===== src/rtl/ysyx_22040895_lsu_pkg.sv =====
// Shared types for the load/store unit.
// Op/size codes, FSM states and byte-mask helper.
package ysyx_22040895_lsu_pkg;

  typedef enum logic [1:0] {
    OP_PASS  = 2'b00,
    OP_STORE = 2'b01,
    OP_LOAD  = 2'b10,
    OP_RSVD  = 2'b11
  } op_e;

  typedef enum logic [1:0] {
    SZ_B = 2'b00,
    SZ_H = 2'b01,
    SZ_W = 2'b10,
    SZ_D = 2'b11
  } size_e;

  typedef enum logic [2:0] {
    IDLE,
    REQ0,
    WAIT0,
    REQ1,
    WAIT1,
    RESP
  } state_e;

  function automatic logic [7:0] size_bmask(
    input logic [1:0] size
  );
    logic [7:0] m;
    unique case (size)
      SZ_B:    m = 8'h01;
      SZ_H:    m = 8'h03;
      SZ_W:    m = 8'h0F;
      default: m = 8'hFF;
    endcase
    return m;
  endfunction

endpackage


===== src/rtl/ysyx_22040895_lsu_align.sv =====
// Combinational lane steering for the LSU.
// Beat masks/data on the way out, extraction on the way back.
module ysyx_22040895_lsu_align
  import ysyx_22040895_lsu_pkg::*;
#(
  parameter bit ALIGNED_ONLY = 1'b0
) (
  input  logic [1:0]  size,
  input  logic        sign,
  input  logic [2:0]  off,
  input  logic [63:0] wdata,
  input  logic [63:0] rdata_lo,
  input  logic [63:0] rdata_hi,
  output logic        split,
  output logic [7:0]  mask0,
  output logic [7:0]  mask1,
  output logic [63:0] wdata0,
  output logic [63:0] wdata1,
  output logic [63:0] load_res
);

  logic [3:0]   nb;
  logic [15:0]  mask16;
  logic [127:0] wwide;
  logic [63:0]  raw;

  // Lane positioning over a 16-byte window spanning both beats
  always_comb begin
    nb     = 4'd1 << size;
    mask16 = {8'h00, size_bmask(size)} << off;
    split  = ALIGNED_ONLY ? 1'b0
           : (({1'b0, off} + nb) > 4'd8);
    mask0  = mask16[7:0];
    mask1  = mask16[15:8];
    wwide  = {64'h0, wdata} << {off, 3'b000};
    wdata0 = wwide[63:0];
    wdata1 = wwide[127:64];
    raw    = 64'({rdata_hi, rdata_lo}
                 >> {off, 3'b000});
    unique case (size)
      SZ_B:
        load_res = {{56{sign & raw[7]}},
                    raw[7:0]};
      SZ_H:
        load_res = {{48{sign & raw[15]}},
                    raw[15:0]};
      SZ_W:
        load_res = {{32{sign & raw[31]}},
                    raw[31:0]};
      default:
        load_res = raw;
    endcase
  end

endmodule


===== src/rtl/ysyx_22040895_lsu.sv =====
// Load/store unit between execute and writeback.
// Splits 8-byte-crossing accesses into two beats.
module ysyx_22040895_lsu
  import ysyx_22040895_lsu_pkg::*;
#(
  parameter int XLEN         = 64,
  parameter bit ALIGNED_ONLY = 1'b0
) (
  input  logic            clk,
  input  logic            rst,
  input  logic            in_valid,
  output logic            in_ready,
  input  logic [1:0]      op_i,
  input  logic [1:0]      size_i,
  input  logic            sign_i,
  input  logic [XLEN-1:0] addr_i,
  input  logic [XLEN-1:0] wdata_i,
  input  logic [XLEN-1:0] result_i,
  output logic            mem_req,
  input  logic            mem_gnt,
  output logic            mem_we,
  output logic [XLEN-1:0] mem_addr,
  output logic [XLEN-1:0] mem_wdata,
  output logic [7:0]      mem_wmask,
  input  logic            mem_rvalid,
  input  logic [XLEN-1:0] mem_rdata,
  output logic            out_valid,
  input  logic            out_ready,
  output logic [XLEN-1:0] wdata_o
);

  state_e            state_q, state_d;
  logic [1:0]        op_q;
  logic [1:0]        size_q;
  logic              sign_q;
  logic [XLEN-1:0]   addr_q;
  logic [XLEN-1:0]   wd_q;
  logic [XLEN-1:0]   rdata0_q;
  logic [XLEN-1:0]   base0, base1;
  logic [XLEN-1:0]   rd_lo, rd_hi;
  logic [XLEN-1:0]   wdata0, wdata1;
  logic [XLEN-1:0]   load_res;
  logic [7:0]        mask0, mask1;
  logic              split, is_mem, is_st;
  logic              accept, fin;

  assign is_mem = (op_i == OP_STORE)
               || (op_i == OP_LOAD);
  assign is_st  = (op_q == OP_STORE);
  assign base0  = {addr_q[XLEN-1:3], 3'b000};
  assign base1  = base0 + XLEN'(8);
  assign accept = in_valid && in_ready;
  assign rd_lo  = (state_q == WAIT0)
                ? mem_rdata : rdata0_q;
  assign rd_hi  = (state_q == WAIT1)
                ? mem_rdata : '0;
  assign fin    = mem_rvalid
               && (((state_q == WAIT0) && !split)
                || (state_q == WAIT1));

  ysyx_22040895_lsu_align #(
    .ALIGNED_ONLY(ALIGNED_ONLY)
  ) u_align (
    .size    (size_q),
    .sign    (sign_q),
    .off     (addr_q[2:0]),
    .wdata   (wd_q),
    .rdata_lo(rd_lo),
    .rdata_hi(rd_hi),
    .split   (split),
    .mask0   (mask0),
    .mask1   (mask1),
    .wdata0  (wdata0),
    .wdata1  (wdata1),
    .load_res(load_res)
  );

  // State register
  always_ff @(posedge clk) begin
    if (rst) state_q <= IDLE;
    else     state_q <= state_d;
  end

  // Next-state and handshake/memory outputs
  always_comb begin
    state_d   = state_q;
    in_ready  = 1'b0;
    out_valid = 1'b0;
    mem_req   = 1'b0;
    mem_we    = 1'b0;
    mem_addr  = '0;
    mem_wdata = '0;
    mem_wmask = '0;
    unique case (state_q)
      IDLE: begin
        in_ready = 1'b1;
        if (in_valid)
          state_d = is_mem ? REQ0 : RESP;
      end
      REQ0: begin
        mem_req   = 1'b1;
        mem_we    = is_st;
        mem_addr  = base0;
        mem_wdata = wdata0;
        mem_wmask = mask0;
        if (mem_gnt) state_d = WAIT0;
      end
      WAIT0: begin
        if (mem_rvalid)
          state_d = split ? REQ1 : RESP;
      end
      REQ1: begin
        mem_req   = 1'b1;
        mem_we    = is_st;
        mem_addr  = base1;
        mem_wdata = wdata1;
        mem_wmask = mask1;
        if (mem_gnt) state_d = WAIT1;
      end
      WAIT1: begin
        if (mem_rvalid) state_d = RESP;
      end
      RESP: begin
        out_valid = 1'b1;
        if (out_ready) state_d = IDLE;
      end
      default: state_d = IDLE;
    endcase
  end

  // Op capture, first-beat data and writeback value
  always_ff @(posedge clk) begin
    if (rst) begin
      op_q     <= OP_PASS;
      size_q   <= SZ_B;
      sign_q   <= 1'b0;
      addr_q   <= '0;
      wd_q     <= '0;
      rdata0_q <= '0;
      wdata_o  <= '0;
    end else begin
      if (accept) begin
        op_q   <= op_i;
        size_q <= size_i;
        sign_q <= sign_i;
        addr_q <= addr_i;
        wd_q   <= wdata_i;
        if (!is_mem) wdata_o <= result_i;
      end
      if ((state_q == WAIT0) && mem_rvalid)
        rdata0_q <= mem_rdata;
      if (fin)
        wdata_o <= is_st ? '0 : load_res;
    end
  end

endmodule


===== config.mk =====
export PLATFORM = sky130hd
export DESIGN_NAME = ysyx_22040895_lsu
export DESIGN_NICKNAME = d
export VERILOG_FILES = /design/src/rtl/ysyx_22040895_lsu_pkg.sv /design/src/rtl/ysyx_22040895_lsu_align.sv /design/src/rtl/ysyx_22040895_lsu.sv
export SDC_FILE = /design/constraint.sdc
export NUM_CORES = 1
export LEC_CHECK = 0
export BUFFER_PORTS_ARGS = -buffer_cell sky130_fd_sc_hd__buf_4
export CAP_MARGIN = 30
export CORE_ASPECT_RATIO = 0.5
export CORE_UTILIZATION = 45
export CTS_CLUSTER_DIAMETER = 60
export DETAILED_ROUTE_END_ITERATION = 12
export PLACE_DENSITY = 0.69
export SETUP_SLACK_MARGIN = 0.1
export SKIP_LAST_GASP = 1
export SLEW_MARGIN = 25
export SYNTH_ARGS = -nofsm -noshare
export SYNTH_HDL_FRONTEND = slang
export SYNTH_HIERARCHICAL = 1
export SYNTH_SLANG_ARGS = --single-unit

===== constraint.sdc =====
create_clock -name clk -period 8.6 [get_ports clk]
set_input_delay 2.15 -clock clk [delete_from_list [all_inputs] [get_ports clk]]
set_output_delay 2.15 -clock clk [all_outputs]
set_load 0.02 [all_outputs]

# After elaboration in Yosys (flattened, before gate mapping)
# Index checks and enable logic that the tools add are counted.
dict set report word_totals {
  reg_bits 264
  input_bits 267
  out_inout_bits 204
  elab_cells 72
}
dict set report op_classes {
  order_cmp 1
  n_mux 24
  n_addsub 2
  n_bitwise 3
  n_eq_ne 17
  reduce_logical 13
  n_shift 4
}
# op n
set op_table {}
lappend op_table {{$mux 64} 6}
lappend op_table {{$pmux 64 s2} 2}
lappend op_table {{$pmux 64 s3} 1}
lappend op_table {{$shl 64x6->128} 1}
lappend op_table {{$shr 128x6->64} 1}
lappend op_table {{$add 64x4->64 const B} 1}
lappend op_table {{$mux 3} 8}
lappend op_table {{$pmux 8 s3} 1}
lappend op_table {{$pmux 3 s6} 1}
lappend op_table {{$pmux 8 s2} 1}
lappend op_table {{$shl 8x3->16} 1}
lappend op_table {{$ne 2x2->1 const B} 6}
lappend op_table {{$eq 2x1->1 const B} 3}
lappend op_table {{$eq 3x2->1 const B} 2}
lappend op_table {{$eq 3x3->1 const B} 2}
lappend op_table {{$reduce_and 6->1} 1}
lappend op_table {{$add 3x4->4} 1}
lappend op_table {{$eq 2x2->1 const B} 2}
lappend op_table {{$gt 4x4->1 const B} 1}
lappend op_table {{$logic_and 1x1->1} 4}
lappend op_table {{$mux 1} 4}
lappend op_table {{$shl 1x2->4 const A} 1}
lappend op_table {{$and 1x1->1} 3}
lappend op_table {{$eq 3x1->1 const B} 1}
lappend op_table {{8 further kinds} 9}

# Depth between registers and ports, before layout
# Gate-level depths: netlist (run 1).
dict set report depth {
  depth_word 9
  mapped_depth 17
  mapped_depth_nobuf 12
}

# By module
# Netlist (run 1), hierarchy kept.
# mod cells_per_inst area_each_um2 seq_area_each_um2 instances
set modules_own_cells {}
lappend modules_own_cells {ysyx_22040895_lsu 1773 13674.4 5285.1 1}
lappend modules_own_cells {ysyx_22040895_lsu_align 877 5834.3 0.0 1}

# Least setup slack after synthesis (run 1)
# No wires, ideal clock.
dict set report synth_path {
  kind {reg2out}
  start {register addr_q[5]}
  end {output port mem_addr[44]}
  path_slack_ns 4.046
  t_required_ns 6.450
  n_path_buf 1
  path_stages_with_launch 6
  t_arrival_ns 2.404
  path_cell_list {dfxtp_1 > nand3_4 > or4_4 > or3_1 > buf_2 > o41ai_1}
}
dict set report synth_between {
  elab_chain_len 2
}
# item line
set synth_lines {}
lappend synth_lines {{start, declared} ysyx_22040895_lsu.sv:36} ;# logic [XLEN-1:0] addr_q;
lappend synth_lines {{start signal, assigned} ysyx_22040895_lsu.sv:146} ;# addr_q <= addr_i;
lappend synth_lines {{$add 64x4->64} ysyx_22040895_lsu.sv:51} ;# assign base1 = base0 + XLEN'(8);
lappend synth_lines {{$pmux 64 s2} ysyx_22040895_lsu.sv:94} ;# unique case (state_q)
lappend synth_lines {{end, declared} ysyx_22040895_lsu.sv:22} ;# output logic [XLEN-1:0] mem_addr,
# No other way between the ends.

# Worst setup path in the final report (run 1)
dict set report layout_path {
  start {register state_q[1]}
  end {output port mem_addr[62]}
}
dict set report layout_between {
  elab_chain_len 2
  elab_cells_between_ends 3
  classes_between {eq/ne (2); mux (1)}
}
# item line
set layout_lines {}
lappend layout_lines {{start, declared} ysyx_22040895_lsu.sv:32} ;# state_e state_q, state_d;
lappend layout_lines {{start signal, assigned} ysyx_22040895_lsu.sv:81} ;# else state_q <= state_d;
lappend layout_lines {{$eq 3x2->1 or $eq 3x1->1 (tied branches)} ysyx_22040895_lsu.sv:94}
lappend layout_lines {{$pmux 64 s2 *} ysyx_22040895_lsu.sv:94}
# Every way passes the cells marked *; elsewhere a longest branch is shown, timed or not.

==> run metrics, run 1 <==
Final min period 5670 ps; PortBufs 467; WL per Instance 20.8 um; Hold WS 453 ps; worst-margin pin slew 998 ps; vias in the first global route 18972; core area 42300 um2; Mapped Cells 2642; nature of the critical path endpoint output pin; DR DRC count 0; share of cells above drive strength 1 24.7%; Root Buffer clkbuf_16; unrepaired setup endpoints after global routing false; Die Span Y 149 um; Routed WL 73500 um; Congestion Overflow GR 0; Slew headroom 33.2%; Final Setup Violations 0; Slowest Stage Delay on Critical Path 650 ps; Final ANT Viol Nets 0; Worst Skew 38.9 ps; # rows 53; Via Count 20613; Slowest-stage cell, CP dfxtp_4; Via density 5.83; grt peak-use layer met2; H-tree levels 1; Syn Area/Cell 7.37 um2; Total GRT Usage 31.8%; fin crit share 65.9%; CTS clk-pin slew, worst paths 70 ps; Placer Congestion 0.965; GRT met2 Usage 52.7%; Max Root-Sink Buffers 3; Required @ worst endpoint 6450 ps; Post-Place Cell Area 22900 um2; met3 global-route usage 4.80%; Design Area, Final 24000 um2; TritonCTS buffer count 29; die area 44100 um2; setup TNS 0 ps; Fill cells 4077; first-pass GRT wire length 110000 um; Slew Viols, Final 0; Worst setup SP type register; Power Dens Cells 270 nW/um2; max-cap violation count 0; area grow syn2layout 23.4%; synth warn 6; kind of critical path register to output pin; setup bufs post-CTS 0; Worst Hold Class register to register; met1 Resource Use GR 42.2%; Peak VDD IR 156 uV; clock sink count 264; DP Wirelength 52900 um; kind of cell adding the most delay to the critical path simple AND/OR/NAND/NOR gates; clk_lat worst skew 600 ps; hold_buf cts 0; largest net degree at the start of global routing 112; cts repair resizes 0; Pre-antenna DRT Iters 6; fmax 177 MHz; Fin. Hold Viols 0; leakage power 9.56 nW; Top Ports 471; crit-path cells nand3_1 > nor4_1 > nand4_1 > or3_1 > a21oi_1 > buf_4; buffers plus inverters on the worst setup path 1; status finished, final reports clean; WP data arrival 3520 ps; Die X-Extent 296 um; mapped cell area 19500 um2; initial antenna violation count 3; Layout Nets 3201; CTS tree built; Starting Density 46.0%; first-iteration detailed-routing DRC count 2117; Crit Path Max Fanout 33
## per-stage QoR
| step | worst slack (ps) | util, % | total power, W | std cells |
|---|---|---|---|---|
| final | 2930 | 56.8 | 0.00649 | 3534 |
| after CTS | 2770 | 56.5 | 0.00643 | 3524 |
| after floorplan | 4050 | - | 0.00407 | 2652 |
| after detailed placement | 3420 | 54.2 | 0.00513 | 3470 |
| after global routing | 2570 | 56.8 | 0.00686 | 3533 |
| after global placement | 3450 | 54.0 | 0.00510 | 3468 |
## worst register-to-register path, cell delays in order, from the launching register on
cell      delay (ps)
dfxtp_4          870
buf_4            720
buf_4            580
buf_12           330
mux2i_1          170
mux4_2           540
o22ai_4          470
a31oi_4          220
buf_16           270
o211ai_1         110
a21oi_1          110
a211oi_1         230
## layout make-up
class                           instances  area (um2)  area share (%)
Clock inverter                         17         153           0.636
Sequential cell                       264        5300            22.1
Multi-Input combinational cell       2123       13100            54.6
Inverter                               15        56.3           0.234
Clock buffer                           37         806            3.35
Timing Repair Buffer                  498        3860            16.1
Antenna cell                            3        7.51          0.0313
Tap cell                              577         722            3.01
## cell usage in the layout (no fill, tap or decap), drive strengths merged, types with 14 or more instances in the layout
cell type and instances:
dfxtp 264, mux4 17, buf 496, a211oi 85
nor2 243, nand3 27, nand4 26, nand2 539
clkbuf 39, a21oi 361, or3 18, xor2 27
and3 14, and2 88, o22ai 19, mux2 130
mux2i 263, xnor2 14, a21o 16, inv 21
o21ai 106
## power breakdown
| group | switching [W] | total (W) | internal [W] |
|---|---|---|---|
| registers | 0.000361 | 0.00188 | 0.00152 |
| logic | 0.00202 | 0.00332 | 0.00130 |
| clock network | 0.000592 | 0.00129 | 0.000703 |
## metal layers
layer | vias up | share of wire [%]
li1 | 9774 | -
met2 | 777 | 47
met5 | - | 0.018
met4 | 2 | 3.7
met3 | 150 | 7.3
met1 | 9910 | 42
## final timing paths
path | start | endpoint | slack [ps] | depth (start not counted)
setup reg to reg | addr_q[1] | wdata_o[57] | 3880 | 11
hold reg to reg | rdata0_q[30] | rdata0_q[30] | 450 | 2
setup / recovery | state_q[1] | mem_addr[62] | 2930 | 6
hold / removal | rdata0_q[30] | rdata0_q[30] | 450 | 2
## sequential cells by signal, indices dropped and copies added (netlist names)
name / cells
addr_q: 64
op_q: 2
rdata0_q: 64
sign_q: 1
size_q: 2
state_q: 3
wd_q: 64
wdata_o: 64
(Power assumes the default switching activity.)
==> run 2, diff against run 1 <==
- PLACE_DENSITY: 0.69 -> 0.72
- clock period: 8.6 -> 4.8 ns (I/O delays scaled with it)
==> run metrics, run 2 (synthesis results as in run 1) <==
vias in the first global route 18522; Post-Place Cell Area 23100 um2; H-tree levels 1; unrepaired setup endpoints after global routing false; R2R Path End wdata_o[12]; Top Ports 471; WP data arrival 3240 ps; Max Root-Sink Buffers 3; CTS clk-pin slew, worst paths 70 ps; Slowest Stage Delay on Critical Path 660 ps; Power Dens Cells 487 nW/um2; Placer Congestion 0.984; setup TNS 0 ps; Slowest-stage cell, CP nor4_1; Die X-Extent 296 um; Worst setup SP type register; Total GRT Usage 31.0%; Design Area, Final 24100 um2; Multi-input gate area 13100 um2; Reg2Reg Launch Point state_q[1]; CTS tree built; crit-path cells nand3_1 > nor4_1 > nand4_1 > buf_4 > or3_1 > a21oi_1 > buf_4; Peak VDD IR 311 uV; Via density 5.77; DP Wirelength 53500 um; clock sink count 264; Congestion Overflow GR 0; most common cell after layout, fill and taps aside nand2_1; Worst Hold Class register to register; Final min period 4440 ps; first-pass GRT wire length 107000 um; largest net degree at the start of global routing 133; die area 44100 um2; Worst Hold End rdata0_q[6]; status finished, final reports clean; clk_lat worst skew 570 ps; most frequent cells in the layout 537 x nand2_1, 501 x buf_4, 361 x a21oi_1; Reg2Reg Depth 11; Final ANT Viol Nets 0; PortBufs 467; initial antenna violation count 1; DR DRC count 0; R2R Setup Slk 1030 ps; Starting Density 46.0%; nature of the critical path endpoint output pin; Die Span Y 149 um; hold path start rdata0_q[6]; setup bufs post-CTS 0; fin crit share 92.5%; area grow syn2layout 23.9%; Routed WL 72400 um; max-cap violation count 0; Fill cells 4094; worst-margin pin slew 965 ps; Pre-antenna DRT Iters 6; fmax 225 MHz; Via Count 20442; Root Buffer clkbuf_16; Worst path most repeated cell buf_4; first-iteration detailed-routing DRC count 1851; Crit Path Max Fanout 17; # rows 53; Required @ worst endpoint 3600 ps; WL per Instance 20.5 um; Worst Hold Path Cells 2; Slew Viols, Final 0; Slew headroom 35.5%; share of cells above drive strength 1 24.9%; Fin. Hold Viols 0; core area 42300 um2; Final Setup Violations 0; leakage power 9.63 nW; kind of critical path register to output pin; register area 5300 um2; Worst Skew 17.3 ps; Layout Nets 3211; TritonCTS buffer count 27
==> run 2: cell types whose count changed in the layout (fill, tap and decap cells not counted), sizes merged <==
cell and delta:
clkbuf -9, inv -2, clkinvlp -2, bufinv +5, diode -1, buf +13
clkinv +2
==> run 2: final cells by class <==
class	count	area share, %
Antenna cell	2	0.0208
Clock buffer	29	2.87
Clock inverter	20	1.20
Inverter	15	0.234
Multi-Input combinational cell	2123	54.4
Sequential cell	264	22.0
Tap cell	577	2.99
Timing Repair Buffer	510	16.3
==> run 2: metrics by stage <==
step / util [%] / hold slack (ps) / total power, W / std cells / setup WS [ps]
after floorplan: - / 431 / 0.00729 / 2652 / 1200
after global placement: 54.6 / 439 / 0.00920 / 3487 / 958
after detailed placement: 54.6 / 446 / 0.00927 / 3488 / 908
after CTS: 56.9 / 454 / 0.0117 / 3537 / 274
after global routing: 57.0 / 471 / 0.0124 / 3539 / 155
final: 57.0 / 453 / 0.0117 / 3540 / 360
==> run 2: worst max-delay path by stage <==
stage	start	endpoint	slack, ps	cells after the start
after floorplan	addr_q[5]	mem_addr[44]	1200	5
after global placement	state_q[1]	mem_addr[50]	960	7
after detailed placement	addr_q[9]	mem_addr[63]	910	6
after CTS	addr_q[9]	mem_addr[63]	270	6
after global routing	addr_q[30]	mem_addr[50]	150	7
final	addr_q[30]	mem_addr[50]	360	7
==> run 2: timing repair <==
item,4_1_cts,5_1_grt
endpoints found under the setup margin,0,6
hold buffers,0,0
hold endpoints to repair,0,0
resized for setup,0,2
==> run 2: power by group <==
part | switching (W) | internal [W]
Combinational | 0.00363 | 0.00235
Clock | 0.00103 | 0.00139
Sequential | 0.000617 | 0.00273
Total | 0.00528 | 0.00647
==> run 2: critical path: cells and delay by family (launching register included) <==
family                 cells  cell delay (ps)
AO/OA/AOI/OAI              1              410
AND/OR/NAND/NOR            4             1370
buffers and inverters      2              460
flip-flops                 1              430
==> run 2: metal layers <==
metal	wire, um	part of all wire (%)	GRT usage, %
met1	31200	43	41.0
met3	4320	6.0	4.42
met2	34000	47	51.2
met4	2960	4.1	12.1
met5	0	0	0
